[src/rtl/ram_64.sv]
// 64 x 16-bit RAM: one synchronous write port and a combinational read port
// sharing a single address, organised as eight banks of eight words.
module ram_64 (
    input  logic        clk_i,
    input  logic        rst_i,
    input  logic [15:0] in_i,
    input  logic [5:0]  sel_i,
    input  logic        load_i,
    output logic [15:0] out_o
);

    logic [15:0] mem_q [64];
    logic [2:0]  bank_sel;
    logic [2:0]  word_sel;
    logic [7:0]  bank_load;
    logic [15:0] bank_rd [8];

    assign bank_sel = sel_i[5:3];
    assign word_sel = sel_i[2:0];

    // High address bits steer the write enable to exactly one bank.
    always_comb begin
        bank_load = '0;
        if (load_i) begin
            bank_load[bank_sel] = 1'b1;
        end
    end

    // Reset wins over load, so a write in the reset cycle is dropped.
    always_ff @(posedge clk_i) begin
        if (rst_i) begin
            for (int i = 0; i < 64; i++) begin
                mem_q[i] <= 16'h0000;
            end
        end else begin
            for (int b = 0; b < 8; b++) begin
                if (bank_load[b]) begin
                    mem_q[{b[2:0], word_sel}] <= in_i;
                end
            end
        end
    end

    // Each bank presents its addressed word; the high bits pick the bank.
    always_comb begin
        for (int b = 0; b < 8; b++) begin
            bank_rd[b] = mem_q[{b[2:0], word_sel}];
        end
    end

    assign out_o = bank_rd[bank_sel];

endmodule

[config.mk]
export PLATFORM = sky130hd
export DESIGN_NAME = ram_64
export DESIGN_NICKNAME = d
export VERILOG_FILES = /design/src/rtl/ram_64.sv
export SDC_FILE = /design/constraint.sdc
export NUM_CORES = 1
export LEC_CHECK = 0
export BUFFER_PORTS_ARGS = -buffer_cell sky130_fd_sc_hd__buf_2
export CORE_AREA = 3 3 327 329
export CTS_CLUSTER_DIAMETER = 200
export DETAILED_ROUTE_END_ITERATION = 10
export DIE_AREA = 0 0 330 332
export SLEW_MARGIN = 20
export SYNTH_ARGS = -nofsm -noshare
export SYNTH_HDL_FRONTEND = slang
export SYNTH_SLANG_ARGS = --single-unit
[constraint.sdc]
create_clock -name clk_i -period 2.8 [get_ports clk_i]
set_input_delay 0.56 -clock clk_i [delete_from_list [all_inputs] [get_ports clk_i]]
set_output_delay 0.56 -clock clk_i [all_outputs]
set_load 0.01 [all_outputs]
==> metrics.cfg <==
[synthesis]
syn-num-nets = 3582
async_flop_share = 0
ys_seq_elements = 1024
synth_edf_count = 1024
yosysTopAreaCellShare = 0.6425
synth_area_sq_um = 47860
synth_area_per_cell_sq_um = 13.45
syn_inst = 3557
yosysSeqAreaShare = 0.6425
ys.flop_type = edfxtp_1
yosysWarnings = 0
synthTopCellsByArea = edfxtp_1 64%, and2_1 13%, mux2i_1 3.3%
yosysTopAreaCell = edfxtp_1
ys_types = 72

[placement]
gp_congestion = 0.9282
io_buffers = 40
hpwl_mm = 110.0
place_inst = 5174

[cts]
clock_sinks = 1024
cts_tree = built
cts-hold-fix-buffers = 0
clkSlewWorstSetupHoldPaths_ns = 0.06
htree_levels = 3
max-clock-path-buffers = 3
cts-root-buf = clkbuf_16
cts_buffers = 106

[cells_and_area]
largest_reg_flops = 1024
layout_commonest_cell = and2_1
top_register = mem_q
drive_gt1_frac = 0.2923
finalNetCount = 3992
mostFrequentLayoutCells = 1025 x and2_1, 1024 x edfxtp_1, 422 x buf_4, 149 x mux2i_1
synthToLayoutAreaGrowth_pct = 23.80
num-fill-cells = 8120
instances_no_fill = 5430
reg_top3 = mem_q (1024)

[route]
drtAntennaViolNets = 0
wl_per_cell_microns = 31.59
drc = 0
drtPass1Iterations = 6
avgViaCountPerCell = 6.159
num_vias = 33450
drt_iter0_drc = 4965
drt_wl_total_mm = 171.5

[grt]
overflow = 0
antenna_found_initial = 7
use_met1 = 0.4284
grt_max_degree = 65
grtUsageMet2 = 0.4662
grt_pass1_wl_mm = 242.9
grt_usage = 0.3091
first_global_vias = 32800
met3_usage = 0.07204
grt-busiest-layer = met2

[critical_path]
required_ns = 2.24
end_kind = output pin
critPathKind = register to output pin
cp-start-kind = register
arrival_ns = 2.86
cp_max_fo = 1

[die]
chipHeight_microns = 332
die_w_microns = 330
io_pins = 41
initial_core_util = 0.4611
die_area_sq_um = 109600
coreArea_sq_um = 103800
rows = 118

[sta]
hold_violations = 0
drv_slew = 0
worst_slack_ns = -0.6230
worstMarginPinSlew_ns = 0.9681
period_share = 1.223
slew_headroom = 0.3546
period_needed_ns = 3.423
setup_viol = 16
rsz0062_at_grt = true
fmax_mhz = 292.1

[power]
p_leak_uw = 0.02177
total_power_uw = 35660
peakVddDrop_mv = 0.4778
power_density_nw_per_um2 = 601.9

[flow_run]
cap_violations = 0

[status]
status = finished with violations
violations = setup timing

[min_path]
hold_class = primary input to register

-- worst max-delay path, stage by stage, from the launching register on --
cell      delay [ns]
edfxtp_1        0.35
mux2_2          0.26
a221o_1         0.34
a221oi_4        0.36
a211oi_2        0.11
or4_4           0.58
buf_6           0.15
-- final cells by class --
cell class / instances / area (sq um) / share of cell area
antenna: 3 / 7.507 / 0.0001267
inverter: 4 / 18.77 / 0.0003168
clock inverter: 59 / 401.6 / 0.006779
sequential: 1024 / 30750 / 0.5190
timing repair buffer: 642 / 6819 / 0.1151
clock buffer: 129 / 2824 / 0.04766
multi-input combinational: 2189 / 16700 / 0.2819
tap: 1380 / 1727 / 0.02914
-- routing by layer --
layer / vias up / routed length (microns) / share of wire
met5: - / 10 / 0.000058
met1: 16950 / 66170 / 0.39
met2: 2211 / 77470 / 0.45
met4: 2 / 7810 / 0.046
met3: 435 / 20040 / 0.12
li1: 13850 / - / -
-- path summary, 6_finish.rpt --
kind                         start           end  slack, ns  cells past startpoint
worst max-delay path  mem_q[25][9]      out_o[9]      -0.62                      6
worst min-delay path       in_i[1]  mem_q[43][1]       0.41                      2
-- kinds of logic (layout without fill, tap and decap cells) --
logic type,Yosys count,in the layout,share of synthesized area
flip-flops,1024,1024,0.6425
buffers and inverters,344,834,0.03556
AND/OR/NAND/NOR,1370,1370,0.1698
AO/OA/AOI/OAI,532,532,0.08034
multiplexers,287,287,0.07184
other,0,3,0
-- synth_stat cells, types with 29 or more instances --
library cell and number:
and2_1 1028, edfxtp_1 1024, clkbuf_1 193, mux2i_1 156, nor2_1 135, a21oi_1 106
a221oi_1 103, o21ai_0 89, mux2_2 84, buf_2 68, or2_2 66, a22oi_1 60
nand2_1 59, mux4_2 30, o221ai_1 29
-- power breakdown --
part | leakage (uW) | total [uW] | switching, uW | internal [uW]
Clock | 0.00157 | 13500 | 5990 | 7550
Combinational | 0.0105 | 4230 | 2560 | 1670
Sequential | 0.00973 | 17900 | 263 | 17600
-- repair_timing --
| item | 4_1_cts | 5_1_grt |
|---|---|---|
| pin swaps | 57 | 75 |
| gates cloned | 7 | 3 |
| setup buffers | 37 | 32 |
| endpoints found under the setup margin | 16 | 16 |
| gates resized for setup | 197 | 158 |
-- stage by stage --
| stage | setup TNS, ns | setup slack, ns | hold slack, ns | util | cell area, sq um |
|---|---|---|---|---|---|
| after floorplan | 0 | 0.08993 | 1.019 | - | 47860 |
| after global routing | -8.624 | -0.7064 | 0.4017 | 0.5708 | 59250 |
| after CTS | -8.523 | -0.6565 | 0.3810 | 0.5617 | 58300 |
| after global placement | -96.84 | -1.327 | 1.114 | 0.5164 | 53600 |
| after detailed placement | -101.19 | -1.413 | 1.115 | 0.5164 | 53600 |
| final | -8.160 | -0.6230 | 0.4118 | 0.5709 | 59250 |
(Power assumes the default switching activity.)
